### src/rtl/gpio_mmio_pkg.sv
// Shared register offsets and address-decode helper for the memory-mapped GPIO block.
package gpio_mmio_pkg;

    localparam logic [1:0] OFS_DATA_OUT = 2'd0;
    localparam logic [1:0] OFS_DATA_IN  = 2'd1;
    localparam logic [1:0] OFS_STATUS   = 2'd2;
    localparam logic [1:0] OFS_EN       = 2'd3;

    localparam int CHAN_STRIDE = 16;

    typedef struct packed {
        logic [3:0] chan;
        logic [1:0] reg_sel;
    } decode_t;

    // Byte-offset bits [1:0] never take part in the decode.
    function automatic decode_t decode_offset(input logic [7:2] ofs);
        decode_t d;
        d.chan    = ofs[7:4];
        d.reg_sel = ofs[3:2];
        return d;
    endfunction

endpackage

### src/rtl/gpio_channel.sv
// One GPIO channel: output latch, input synchroniser, sticky rising-edge status,
// interrupt mask and the per-channel read mux.
module gpio_channel
    import gpio_mmio_pkg::*;
#(
    parameter int GPIO_WIDTH = 8
) (
    input  logic                  clk,
    input  logic                  reset,
    input  logic                  wr_en,
    input  logic [1:0]            reg_sel,
    input  logic [GPIO_WIDTH-1:0] wr_data,
    input  logic [GPIO_WIDTH-1:0] pins,
    output logic [GPIO_WIDTH-1:0] data_out,
    output logic                  irq_partial,
    output logic [GPIO_WIDTH-1:0] rd_data
);

    logic [GPIO_WIDTH-1:0] data_out_q;
    logic [GPIO_WIDTH-1:0] en_q;
    logic [GPIO_WIDTH-1:0] status_q;
    logic [GPIO_WIDTH-1:0] sync1_q;
    logic [GPIO_WIDTH-1:0] sync2_q;
    logic [GPIO_WIDTH-1:0] sync3_q;
    logic [GPIO_WIDTH-1:0] rise;
    logic [GPIO_WIDTH-1:0] w1c;

    assign rise = sync2_q & ~sync3_q;
    assign w1c  = (wr_en && reg_sel == OFS_STATUS) ? wr_data : '0;

    // A rise and a clear on the same bit in one edge leave the flag set.
    always_ff @(posedge clk) begin
        if (reset) begin
            data_out_q <= '0;
            en_q       <= '0;
            status_q   <= '0;
            sync1_q    <= '0;
            sync2_q    <= '0;
            sync3_q    <= '0;
        end else begin
            sync1_q  <= pins;
            sync2_q  <= sync1_q;
            sync3_q  <= sync2_q;
            status_q <= (status_q & ~w1c) | rise;
            if (wr_en && reg_sel == OFS_DATA_OUT) data_out_q <= wr_data;
            if (wr_en && reg_sel == OFS_EN)       en_q       <= wr_data;
        end
    end

    always_comb begin
        rd_data = '0;
        unique case (reg_sel)
            OFS_DATA_OUT: rd_data = data_out_q;
            OFS_DATA_IN:  rd_data = sync2_q;
            OFS_STATUS:   rd_data = status_q;
            OFS_EN:       rd_data = en_q;
            default:      rd_data = '0;
        endcase
    end

    assign data_out    = data_out_q;
    assign irq_partial = |(status_q & en_q);

endmodule

### src/rtl/gpio_mmio.sv
// Memory-mapped GPIO block: window decode, N_PORTS channel instances, read-data
// return and the registered interrupt request.
module gpio_mmio
    import gpio_mmio_pkg::*;
#(
    parameter int                    DATA_WIDTH = 32,
    parameter int                    GPIO_WIDTH = 8,
    parameter int                    N_PORTS    = 2,
    parameter logic [DATA_WIDTH-1:0] BASE_ADDR  = 32'h1001_0000
) (
    input  logic                          clk,
    input  logic                          reset,
    input  logic [DATA_WIDTH-1:0]         Address_i,
    input  logic                          Write_Enable_i,
    input  logic [DATA_WIDTH-1:0]         Write_Data_i,
    output logic [DATA_WIDTH-1:0]         Read_Data_o,
    output logic                          Hit_o,
    input  logic [N_PORTS*GPIO_WIDTH-1:0] GPIO_i,
    output logic [N_PORTS*GPIO_WIDTH-1:0] GPIO_o,
    output logic                          Irq_o
);

    localparam logic [DATA_WIDTH-1:0] WINDOW = DATA_WIDTH'(CHAN_STRIDE * N_PORTS);

    logic [DATA_WIDTH-1:0] offset;
    decode_t               dec;
    logic                  hit;
    logic [GPIO_WIDTH-1:0] rd_arr [N_PORTS];
    logic [N_PORTS-1:0]    irq_arr;
    logic [GPIO_WIDTH-1:0] rd_sel;
    logic                  irq_q;
    logic                  unused_wdata;

    // Unsigned wrap makes addresses below the base land far outside the window.
    assign offset = Address_i - BASE_ADDR;
    assign dec    = decode_offset(offset[7:2]);
    assign hit    = offset < WINDOW;
    assign Hit_o  = hit;

    assign unused_wdata = ^Write_Data_i;

    for (genvar c = 0; c < N_PORTS; c++) begin : g_chan
        gpio_channel #(
            .GPIO_WIDTH (GPIO_WIDTH)
        ) u_chan (
            .clk         (clk),
            .reset       (reset),
            .wr_en       (Write_Enable_i && hit && dec.chan == 4'(c)),
            .reg_sel     (dec.reg_sel),
            .wr_data     (Write_Data_i[GPIO_WIDTH-1:0]),
            .pins        (GPIO_i[c*GPIO_WIDTH +: GPIO_WIDTH]),
            .data_out    (GPIO_o[c*GPIO_WIDTH +: GPIO_WIDTH]),
            .irq_partial (irq_arr[c]),
            .rd_data     (rd_arr[c])
        );
    end

    always_comb begin
        rd_sel = '0;
        for (int c = 0; c < N_PORTS; c++) begin
            if (dec.chan == 4'(c)) rd_sel = rd_arr[c];
        end
        Read_Data_o = '0;
        if (hit) Read_Data_o[GPIO_WIDTH-1:0] = rd_sel;
    end

    always_ff @(posedge clk) begin
        if (reset) irq_q <= 1'b0;
        else       irq_q <= |irq_arr;
    end

    assign Irq_o = irq_q;

endmodule

### config.mk
export PLATFORM = sky130hd
export DESIGN_NAME = gpio_mmio
export DESIGN_NICKNAME = d
export VERILOG_FILES = /design/src/rtl/gpio_mmio_pkg.sv /design/src/rtl/gpio_channel.sv /design/src/rtl/gpio_mmio.sv
export SDC_FILE = /design/constraint.sdc
export NUM_CORES = 1
export LEC_CHECK = 0
export ABC_CLOCK_PERIOD_IN_PS = 3100
export BUFFER_PORTS_ARGS = -buffer_cell sky130_fd_sc_hd__buf_2
export CORE_MARGIN = 10
export CORE_UTILIZATION = 43
export CTS_CLUSTER_SIZE = 10
export DETAILED_ROUTE_END_ITERATION = 8
export GPL_TIMING_DRIVEN = 0
export PLACE_DENSITY = 0.66
export REMOVE_ABC_BUFFERS = 1
export SYNTH_ARGS = -nofsm -noshare
export SYNTH_HDL_FRONTEND = slang
export SYNTH_HIERARCHICAL = 1
export SYNTH_SLANG_ARGS = --single-unit
### constraint.sdc
create_clock -name clk -period 3.1 [get_ports clk]
set_input_delay 0 -clock clk [delete_from_list [all_inputs] [get_ports clk]]
set_output_delay 0 -clock clk [all_outputs]
set_load 0.005 [all_outputs]
==> Word level (Yosys, flattened, before mapping) <==
Index checks and enable logic that the tools add are counted.
{ "totals": {"out_inout_bits": 50, "in_bits": 83, "elab_cells": 50, "regBits": 97} }
{ "classes": {"add_sub_neg": 1, "n_eq_ne": 4, "n_reduce_logical": 12, "bitwise_logic": 12, "mux": 7, "n_lt_le_gt_ge": 1} }
{ "ops": {"columns": ["operator", "n"], "rows": [
  ["$pmux 8 s4", 2],
  ["$and 8x8->8", 6],
  ["$mux 8", 5],
  ["$lt 32x6->1 const B", 1],
  ["$not 8->8", 4],
  ["$sub 32x29->32 const B", 1],
  ["$or 8x8->8", 2],
  ["$reduce_or 16->1", 1],
  ["$logic_and 1x1->1", 9],
  ["$eq 2x2->1 const B", 2],
  ["$eq 4x1->1 const B", 1],
  ["$logic_not 4->1", 1],
  ["$eq 2x1->1 const B", 1],
  ["$logic_not 2->1", 1]
]} }

==> Logic depth before layout (Yosys ltp) <==
Gate-level depths: netlist of run 1.
{ "logic_depth": {"word_depth": 9, "ltp_mapped": 8} }

==> Cells and area by module <==
Netlist of run 1, hierarchy kept.
{ "modules_own_cells": {"columns": ["module", "instances", "area_each_um2", "cells_each"], "rows": [
  ["gpio_channel", 2, 1811.7, 179],
  ["gpio_mmio", 1, 650.6, 79]
]} }

==> Worst setup path before layout of run 1 <==
OpenSTA, ideal clock, no wires.
{ "synth_timing": {"path_type": "input to register", "from": "in Address_i[20]", "to": "reg g_chan[0].u_chan.data_out_q[0]", "path_buffers": 2, "cell_stages": 8, "arrival_time_ns": 1.655, "path_slack_ns": 1.312, "cell_sequence": "or2_1 > maj3_2 > buf_6 > nor4_2 > or3b_1 > buf_2 > nand2_1 > a21oi_1"} }
{ "synth_via": {"elab_chain_cells": 5} }
{ "synth_lines": {"columns": ["element", "line_no", "rtl"], "rows": [
  ["start: declaration", "gpio_mmio.sv:13", "input logic [DATA_WIDTH-1:0] Address_i,"],
  ["$sub 32x29->32", "gpio_mmio.sv:35", "assign offset = Address_i - BASE_ADDR;"],
  ["$lt 32x6->1", "gpio_mmio.sv:37", "assign hit = offset < WINDOW;"],
  ["$logic_and 1x1->1 (2 in a row)", "gpio_mmio.sv:48", ".wr_en (Write_Enable_i && hit && dec.chan == 4'(c)),"],
  ["$logic_and 1x1->1", "gpio_channel.sv:45", "if (wr_en && reg_sel == OFS_DATA_OUT) data_out_q <= wr_data;"],
  ["end signal: assignment", "gpio_channel.sv:45", null],
  ["end: declaration", "gpio_channel.sv:19", "logic [GPIO_WIDTH-1:0] data_out_q;"]
]} }
Every way passes these cells.
A chain may end at the register's enable or synchronous reset.

==> Worst setup path after layout of run 1 <==
{ "layout_timing": {"from": "in Address_i[5]", "to": "reg g_chan[0].u_chan.data_out_q[1]"} }
{ "layout_via": {"elab_chain_cells": 5, "word_cells_on_any_way": 6} }
{ "layout_lines": {"columns": ["element", "line_no"], "rows": [
  ["$sub 32x29->32 *", "gpio_mmio.sv:35"],
  ["$lt 32x6->1", "gpio_mmio.sv:37"],
  ["$logic_and 1x1->1", "gpio_mmio.sv:48"],
  ["$logic_and 1x1->1 *", "gpio_mmio.sv:48"],
  ["$logic_and 1x1->1 *", "gpio_channel.sv:45"]
]} }
Every way passes the cells marked *; elsewhere a longest branch is shown, timed or not.

==> flow_metrics.env, run 1 <==
export IMPL_outcome="completed"
export IMPL_power_share_clock=0.335
export IMPL_synth_warnings=6
export IMPL_max_vdd_ir_drop_mv=0.2543
export IMPL_syn_to_final_growth_pct=19.53
export IMPL_synth_adder_area_share=0.002635
export IMPL_synth_edf_count=0
export IMPL_core_area_um2=9729
export IMPL_final_common_cell="dfxtp_1"
export IMPL_antenna_found_initial=0
export IMPL_clock_sinks=97
export IMPL_portBuffers=82
export IMPL_io_pins=133
export IMPL_drtPass1Iterations=4
export IMPL_synth_seq_cells=97
export IMPL_grt_usage=0.1385
export IMPL_final_util=0.5251
export IMPL_dp_cells=628
export IMPL_nets=614
export IMPL_wl_per_cell_um=15.72
export IMPL_power_leakage_nw=2.088
export IMPL_ant_nets=0
export IMPL_tightest_slew_ps=1105
export IMPL_async_flop_share=0
export IMPL_dr_total_vias=3303
export IMPL_instances_no_fill=668
export IMPL_syn_area_um2=4274
export IMPL_antenna_cells=0
export IMPL_synth_seq_area_share=0.4543
export IMPL_wirelength_um=10500
export IMPL_fin_crit_ps=2824
export IMPL_clk_latency_ps=350
export IMPL_die_w_um=119.7
export IMPL_end_kind="register"
export IMPL_p_comb_frac=0.087
export IMPL_clockBufferDepth=2
export IMPL_criticalPathCategory="primary input to register"
export IMPL_setup_viol=0
export IMPL_pwr_share_seq=0.578
export IMPL_cp_data_arrival_time_ps=3050
export IMPL_setup_slack_ps=276.3
export IMPL_synth_mux_area_frac=0.1194
export IMPL_max_freq_mhz=354.1
export IMPL_crit_fanout=11
export IMPL_grt_pass1_vias=3200
export IMPL_synth_compound_area_frac=0.09309
export IMPL_yosys_area_share_simple=0.2415
export IMPL_hold_violations=0
export IMPL_clk_pin_slew_worst_paths_ps=90
export IMPL_fillCellCount=938
export IMPL_synth_avg_cell_area_um2=9.781
export IMPL_p_switching_mw=0.5363
export IMPL_synth_xor_area_share=0
export IMPL_rows=36
export IMPL_drive_above_1_share=0.2336
export IMPL_fin_skew_ps=7.499
export IMPL_drc=0
export IMPL_synth_cell_types=33
export IMPL_dp_hpwl_um=7443
export IMPL_dieArea_um2=14330
export IMPL_grt_pass1_wl_um=16350
export IMPL_worstHoldPathType="primary input to register"
export IMPL_layout_common_cells="dfxtp_1, buf_2, nand2_1"
export IMPL_cp_required_ps=3320
export IMPL_dp_slack_ps=-327.7
export IMPL_max_slew_margin=0.2579
export IMPL_die_height_um=119.7
export IMPL_synth_top_family_by_area="simple AND/OR/NAND/NOR gates"
export IMPL_cts_root_buffer="clkbuf_8"
export IMPL_synthFlopType="dfxtp_1"
export IMPL_drtIter0Drc=152
export IMPL_cp_start_kind="primary input"
export IMPL_powerDensity_nw_per_um2=439.6
export IMPL_synthCells=437
export IMPL_cap_violations=0
export IMPL_cts_buffers=9
export IMPL_slew_violations=0
export IMPL_initial_core_util=0.4393
export IMPL_h_tree_depth=3
export IMPL_tritoncts="yes"
export IMPL_p_int_mw=1.710
export IMPL_viasPerCell=4.945
export IMPL_rsz0062_at_grt="false"
export IMPL_grt_max_degree=97
export IMPL_period_share=0.9109
export IMPL_switching_share=0.2388
export IMPL_gp_congestion=0.8465
export IMPL_grt_overflow=0
[cell families after synthesis]
| logic type | count (synthesis) |
|---|---|
| AO/OA/AOI/OAI | 74 |
| adder cells (fa/ha/maj) | 1 |
| buffers and inverters | 65 |
| flip-flops | 97 |
| multiplexers | 24 |
| other | 1 |
| AND/OR/NAND/NOR | 175 |
[flip-flops by register name, indices dropped and copies added (netlist names)]
name,flops
g_chan.u_chan/status_q,16
g_chan.u_chan/en_q,16
g_chan.u_chan/sync1_q,16
g_chan.u_chan/sync2_q,16
g_chan.u_chan/data_out,16
Irq_o,1
g_chan.u_chan/sync3_q,16
[synthesized netlist by cell type (4+ instances only)]
master	number	area, µm²
inv_1	16	60.06
nand4_1	12	75.07
nand2_1	65	244.0
nor2b_1	50	312.8
mux4_1	16	420.4
a21oi_1	48	240.2
mux2_2	8	90.09
nand2b_1	16	100.1
a22oi_1	8	60.06
clkbuf_1	10	37.54
dfxtp_1	97	1942
nor4_1	4	25.02
o21ai_0	16	80.08
buf_2	8	40.04
buf_4	26	195.2
nor4_2	9	112.6
[worst max-delay path: stages]
cell and delay [ps]:
buf_2 90, nor3_1 880, o2111ai_2 620, nor4_2 650, or3b_1 580, nand2_1 140, a21oi_1 70
[area by class of cell]
class / instances / area [µm²] / share of cell area
Multi-Input combinational cell: 298 / 2062 / 0.4036
Sequential cell: 97 / 1942 / 0.3801
Timing Repair Buffer: 109 / 698.2 / 0.1367
Tap cell: 133 / 166.4 / 0.03257
Clock buffer: 11 / 151.4 / 0.02964
Inverter: 16 / 60.06 / 0.01176
Clock inverter: 4 / 28.78 / 0.005633
[power by group through the flow]
stage / Sequential, mW / Clock, mW / Combinational, mW
after global placement: 1.33 / 0 / 0.161
after floorplan: 1.32 / 0 / 0.0751
after detailed placement: 1.33 / 0 / 0.169
final: 1.30 / 0.753 / 0.196
after global routing: 1.30 / 0.822 / 0.214
after CTS: 1.30 / 0.776 / 0.194
[through the flow]
stage	power, mW	hold slack (ps)	TNS (ps)	instance area [µm²]
detailed placement	1.496	207.4	-10520	4666
CTS	2.268	269.5	0	5096
global route	2.338	316.8	0	5109
finish	2.246	288.8	0	5109
floorplan	1.395	69.07	0	4044
global placement	1.486	205.9	-6497	4621
[final timing paths]
path / startpoint / end / slack (ps) / depth (start not counted)
max: Address_i[5] / g_chan[0].u_chan/data_out[1] / 280 / 7
min reg2reg: g_chan[0].u_chan/sync1_q[5] / g_chan[0].u_chan/sync2_q[5] / 440 / 1
min: Address_i[14] / g_chan[0].u_chan/data_out[6] / 290 / 7
max reg2reg: g_chan[0].u_chan/status_q[3] / Irq_o / 2080 / 4
[routing by layer]
metal  up-vias  track usage  part of all wire
met5         -            0                 0
met4         0      0.04751             0.011
met3        11      0.04079             0.081
met2       108       0.2280              0.46
met1      1540       0.1692              0.44
li1       1644            -                 -
[timing repair]
action,CTS,global route
buffers inserted,0,0
resized for setup,0,1
hold endpoints to repair,48,0
endpoints found under the setup margin,0,38
hold buffers,25,0
Note: power is estimated with default switching activity, not from simulation.
==> inputs of run 2 (changes only) <==
--- a/config.mk
+++ b/config.mk
@@ -6,5 +6,5 @@
 export NUM_CORES = 1
 export LEC_CHECK = 0
-export ABC_CLOCK_PERIOD_IN_PS = 3100
+export ABC_CLOCK_PERIOD_IN_PS = 2800
 export BUFFER_PORTS_ARGS = -buffer_cell sky130_fd_sc_hd__buf_2
 export CORE_MARGIN = 10
==> constraint.sdc (replaced) <==
create_clock -name clk -period 2.8 [get_ports clk]
set_input_delay 0 -clock clk [delete_from_list [all_inputs] [get_ports clk]]
set_output_delay 0 -clock clk [all_outputs]
set_load 0.05 [all_outputs]
==> run 2 against run 1 <==
  * Critical path depth stayed put
  * Total power grew 13%
  * Largest power group unchanged
  * Sequential power up 11%
  * Combinational power grew 43%
  * Worst setup slack better by 99 ps
  * Non-clock buffer count unchanged
  * Clock power increased by 10%
  * Global-route usage about the same
  * Highest routed layer unchanged
  * Routed wire length down 0.10%
  * Register-to-register slack lost 300 ps
  * Via count rose by 0.61%
==> flow_metrics.env, run 2 (synthesis gave the netlist of run 1 again) <==
export IMPL_grt_usage=0.1384
export IMPL_tightest_slew_ps=870.6
export IMPL_die_height_um=119.7
export IMPL_portBuffers=82
export IMPL_h_tree_depth=3
export IMPL_instances_no_fill=668
export IMPL_fin_crit_ps=2425
export IMPL_max_freq_mhz=412.4
export IMPL_crit_family="simple AND/OR/NAND/NOR gates"
export IMPL_tritoncts="yes"
export IMPL_cp_cell_sequence="buf_2 -> nor3_2 -> o2111ai_2 -> nor4_2 -> or3b_1 -> nand2_1 -> a21oi_1"
export IMPL_cp_start_kind="primary input"
export IMPL_cap_violations=0
export IMPL_fin_skew_ps=6.361
export IMPL_critical_path_max_stage_delay_ps=640
export IMPL_switching_share=0.2573
export IMPL_rows=36
export IMPL_end_kind="register"
export IMPL_dr_total_vias=3323
export IMPL_initial_core_util=0.4393
export IMPL_p_comb_frac=0.110
export IMPL_viasPerCell=4.975
export IMPL_cp_data_arrival_time_ps=2650
export IMPL_max_slew_margin=0.4148
export IMPL_p_switching_mw=0.6559
export IMPL_worstHoldPathType="primary input to register"
export IMPL_nets=614
export IMPL_final_common_cell="dfxtp_1"
export IMPL_slew_violations=0
export IMPL_critPathBufInv=1
export IMPL_hold_violations=0
export IMPL_rsz0062_at_grt="false"
export IMPL_die_w_um=119.7
export IMPL_drtPass1Iterations=4
export IMPL_clockBufferDepth=2
export IMPL_pwr_share_seq=0.564
export IMPL_power_share_clock=0.327
export IMPL_max_vdd_ir_drop_mv=0.2815
export IMPL_io_pins=133
export IMPL_dp_hpwl_um=7443
export IMPL_grt_overflow=0
export IMPL_cts_buffers=9
export IMPL_wl_per_cell_um=15.70
export IMPL_clk_pin_slew_worst_paths_ps=90
export IMPL_post_cts_setup_buffers=0
export IMPL_grt_pass1_wl_um=16330
export IMPL_layout_common_cells="dfxtp_1, buf_2, nand2_1"
export IMPL_setup_slack_ps=375.2
export IMPL_power_leakage_nw=2.089
export IMPL_cp_required_ps=3020
export IMPL_antenna_found_initial=0
export IMPL_gp_congestion=0.8465
export IMPL_setup_viol=0
export IMPL_dpl_cell_area_um2=4666
export IMPL_drive_above_1_share=0.2355
export IMPL_criticalPathCategory="primary input to register"
export IMPL_clock_sinks=97
export IMPL_clk_latency_ps=350
export IMPL_ant_nets=0
export IMPL_antenna_cells=0
export IMPL_drtIter0Drc=152
export IMPL_outcome="completed"
export IMPL_critPathSlowestCell="nor4_2"
export IMPL_grt_pass1_vias=3197
export IMPL_dieArea_um2=14330
export IMPL_grt_max_degree=97
export IMPL_fillCellCount=937
export IMPL_crit_fanout=11
export IMPL_powerDensity_nw_per_um2=498.4
export IMPL_dp_slack_ps=-627.7
export IMPL_finalInstanceArea_um2=5114
export IMPL_p_int_mw=1.893
export IMPL_final_util=0.5256
export IMPL_cts_root_buffer="clkbuf_8"
export IMPL_wirelength_um=10490
export IMPL_period_share=0.8660
export IMPL_dp_cells=628
export IMPL_drc=0
export IMPL_core_area_um2=9729
export IMPL_syn_to_final_growth_pct=19.64
[run 2: layer usage]
layer  up-vias  wire length (µm)  global-route usage
met5         -                 0                   0
met4         0               117             0.04751
met3        11               813             0.04079
met2       109              4867              0.2280
met1      1559              4691              0.1689
li1       1644                 -                   -
[run 2: layout make-up]
type | instances | area, µm² | area share
Inverter | 16 | 60.06 | 0.01174
Clock buffer | 11 | 151.4 | 0.02961
Timing Repair Buffer | 109 | 698.2 | 0.1365
Multi-Input combinational cell | 298 | 2067 | 0.4042
Tap cell | 133 | 166.4 | 0.03254
Sequential cell | 97 | 1942 | 0.3797
Clock inverter | 4 | 28.78 | 0.005628
[run 2: timing repair]
action / CTS / global route
hold buffers: 25 / 0
setup endpoints to repair: 40 / 0
endpoints found under the hold margin: 48 / 0
resized for setup: 2 / 0
[run 2: worst min-delay path, cell delays in order]
cell      delay [ps]
buf_2             70
nor4_1            40
o311ai_2          90
nor4_2            80
nor3b_4          190
nand2_1           70
a21oi_1           50
[run 2: path summary, 6_finish.rpt]
| check | depth (start not counted) | slack (ps) | end | startpoint |
|---|---|---|---|---|
| min | 7 | 290 | g_chan[0].u_chan/data_out[6] | Address_i[14] |
| max reg2reg | 4 | 1780 | Irq_o | g_chan[0].u_chan/status_q[3] |
| min reg2reg | 1 | 440 | g_chan[0].u_chan/sync2_q[5] | g_chan[0].u_chan/sync1_q[5] |
| max | 7 | 380 | g_chan[0].u_chan/data_out[1] | Address_i[5] |
[run 2: stage by stage]
stage | total power, mW | setup TNS (ps) | hold WS (ps)
detailed placement | 1.719 | -24920 | 207.4
global route | 2.652 | 0 | 315.8
floorplan | 1.607 | -233.2 | 69.07
finish | 2.549 | 0 | 286.2
global placement | 1.707 | -20500 | 205.9
CTS | 2.575 | 0 | 268.6
[run 2: power groups by stage]
stage / Combinational (mW) / Clock (mW) / Sequential (mW)
after detailed placement: 0.250 / 0 / 1.47
final: 0.280 / 0.832 / 1.44
after CTS: 0.278 / 0.860 / 1.44
after global placement: 0.240 / 0 / 1.47
after global routing: 0.300 / 0.910 / 1.44
after floorplan: 0.146 / 0 / 1.46
==> inputs of run 3 (changes only) <==
Settings changed: CORE_UTILIZATION 43 to 40, PLACE_DENSITY 0.66 to 0.62.
==> run 3 against run 2 <==
  * Die area up 6.2%
  * Sequential power barely moved
  * Hold slack worse by 220 ps
  * Total power is 4.9% higher
  * Routed wire length rose by 2.3%
  * Global-route usage decreased by 0.066 points
  * Via count increased by 1.3%
  * Non-clock buffer count down 1
  * Clock-buffer cell count up 2
  * Combinational power about the same
  * Flip-flop and latch count unchanged
  * First-iteration DRC count is 36% higher
  * Critical endpoint is now g_chan[0].u_chan/data_out[4]
==> flow_metrics.env, run 3 (synthesis gave the netlist of run 1 again) <==
export IMPL_criticalPathCategory="primary input to register"
export IMPL_tritoncts="yes"
export IMPL_post_cts_setup_buffers=0
export IMPL_clockBufferDepth=2
export IMPL_cp_cell_sequence="buf_2 -> nor3_2 -> o2111ai_2 -> nor4_2 -> or3b_1 -> nand2_1 -> a21oi_1"
export IMPL_initial_core_util=0.4122
export IMPL_wirelength_um=10730
export IMPL_core_area_um2=10370
export IMPL_power_leakage_nw=2.096
export IMPL_rsz0062_at_grt="false"
export IMPL_end_kind="register"
export IMPL_setup_slack_ps=435.7
export IMPL_syn_to_final_growth_pct=19.96
export IMPL_drc=0
export IMPL_fin_skew_ps=6.305
export IMPL_grt_overflow=0
export IMPL_critical_path_max_stage_delay_ps=600
export IMPL_grt_usage=0.1377
export IMPL_viasPerCell=5.015
export IMPL_max_freq_mhz=423.0
export IMPL_wl_per_cell_um=15.99
export IMPL_drtPass1Iterations=5
export IMPL_slew_violations=0
export IMPL_worstHoldPathType="primary input to register"
export IMPL_cts_root_buffer="clkbuf_8"
export IMPL_outcome="completed"
export IMPL_cp_required_ps=3030
export IMPL_crit_fanout=11
export IMPL_die_height_um=123.4
export IMPL_powerDensity_nw_per_um2=521.3
export IMPL_hold_violations=0
export IMPL_dr_total_vias=3365
export IMPL_gp_congestion=0.9085
export IMPL_drive_above_1_share=0.2299
export IMPL_h_tree_depth=3
export IMPL_cp_start_kind="primary input"
export IMPL_ant_nets=0
export IMPL_dieArea_um2=15220
export IMPL_grt_pass1_wl_um=16610
export IMPL_dp_slack_ps=-555.5
export IMPL_fin_crit_ps=2364
export IMPL_clock_sinks=97
export IMPL_period_share=0.8444
export IMPL_grt_pass1_vias=3258
export IMPL_critPathBufInv=1
export IMPL_layout_common_cells="dfxtp_1, buf_2, nand2_1"
export IMPL_cap_violations=0
export IMPL_rows=37
export IMPL_clk_pin_slew_worst_paths_ps=80
export IMPL_dp_hpwl_um=7640
export IMPL_fillCellCount=1015
export IMPL_cts_buffers=9
export IMPL_nets=613
export IMPL_antenna_cells=0
export IMPL_drtIter0Drc=207
export IMPL_grt_max_degree=58
export IMPL_io_pins=133
export IMPL_p_total_mw=2.673
export IMPL_portBuffers=82
export IMPL_max_vdd_ir_drop_mv=0.2432
export IMPL_final_util=0.4945
export IMPL_critPathSlowestCell="nor4_2"
export IMPL_max_slew_margin=0.3739
export IMPL_clk_latency_ps=360
export IMPL_tightest_slew_ps=931.4
export IMPL_die_w_um=123.4
export IMPL_crit_family="simple AND/OR/NAND/NOR gates"
export IMPL_cp_data_arrival_time_ps=2600
export IMPL_setup_viol=0
export IMPL_final_common_cell="dfxtp_1"
export IMPL_antenna_found_initial=0
run 3: metal layers:
layer / vias up / share of wire / global-route usage
li1: 1650 / - / -
met1: 1560 / 0.43 / 0.1755
met2: 134 / 0.44 / 0.2107
met3: 21 / 0.11 / 0.03874
met4: 0 / 0.024 / 0.06623
met5: - / 0 / 0
run 3: report_power, final:
part	switching, mW	internal [mW]
Sequential	0.0182	1.42
Clock	0.454	0.504
Combinational	0.173	0.106
run 3: per-stage QoR:
step | setup TNS, ps | instance area, µm² | hold WS, ps | instances
3_5_place_dp | -20170 | 4666 | 211.7 | 631
5_1_grt | 0 | 5127 | 86.95 | 671
6_report | 0 | 5127 | 65.23 | 671
4_1_cts | 0 | 5116 | 56.12 | 671
2_1_floorplan | -233.2 | 4044 | 69.07 | 411
3_3_place_gp | -22360 | 4624 | 207.7 | 629
run 3: final cells by class:
cell class | count | area, µm² | area share
Multi-Input combinational cell | 298 | 2067 | 0.4031
Sequential cell | 97 | 1942 | 0.3787
Timing Repair Buffer | 108 | 684.4 | 0.1335
Tap cell | 136 | 170.2 | 0.03319
Clock buffer | 13 | 138.9 | 0.02709
Clock inverter | 3 | 65.06 | 0.01269
Inverter | 16 | 60.06 | 0.01171
run 3: final timing paths:
kind                                                   from                      endpoint  slack (ps)  cells after the start
worst min register to register  g_chan[0].u_chan/sync1_q[6]   g_chan[0].u_chan/sync2_q[6]         440                      1
worst max register to register     g_chan[0].u_chan/en_q[0]                         Irq_o        1750                      4
worst min-delay path                                  reset   g_chan[0].u_chan/sync2_q[7]          70                      2
worst max-delay path                           Address_i[5]  g_chan[0].u_chan/data_out[4]         440                      7
run 3: timing repair:
item	4_1_cts	5_1_grt
resized for setup	1	1
gates cloned	0	0
endpoints found under the hold margin	48	0
hold buffers	24	0
pin swaps	0	0
endpoints found under the setup margin	27	41
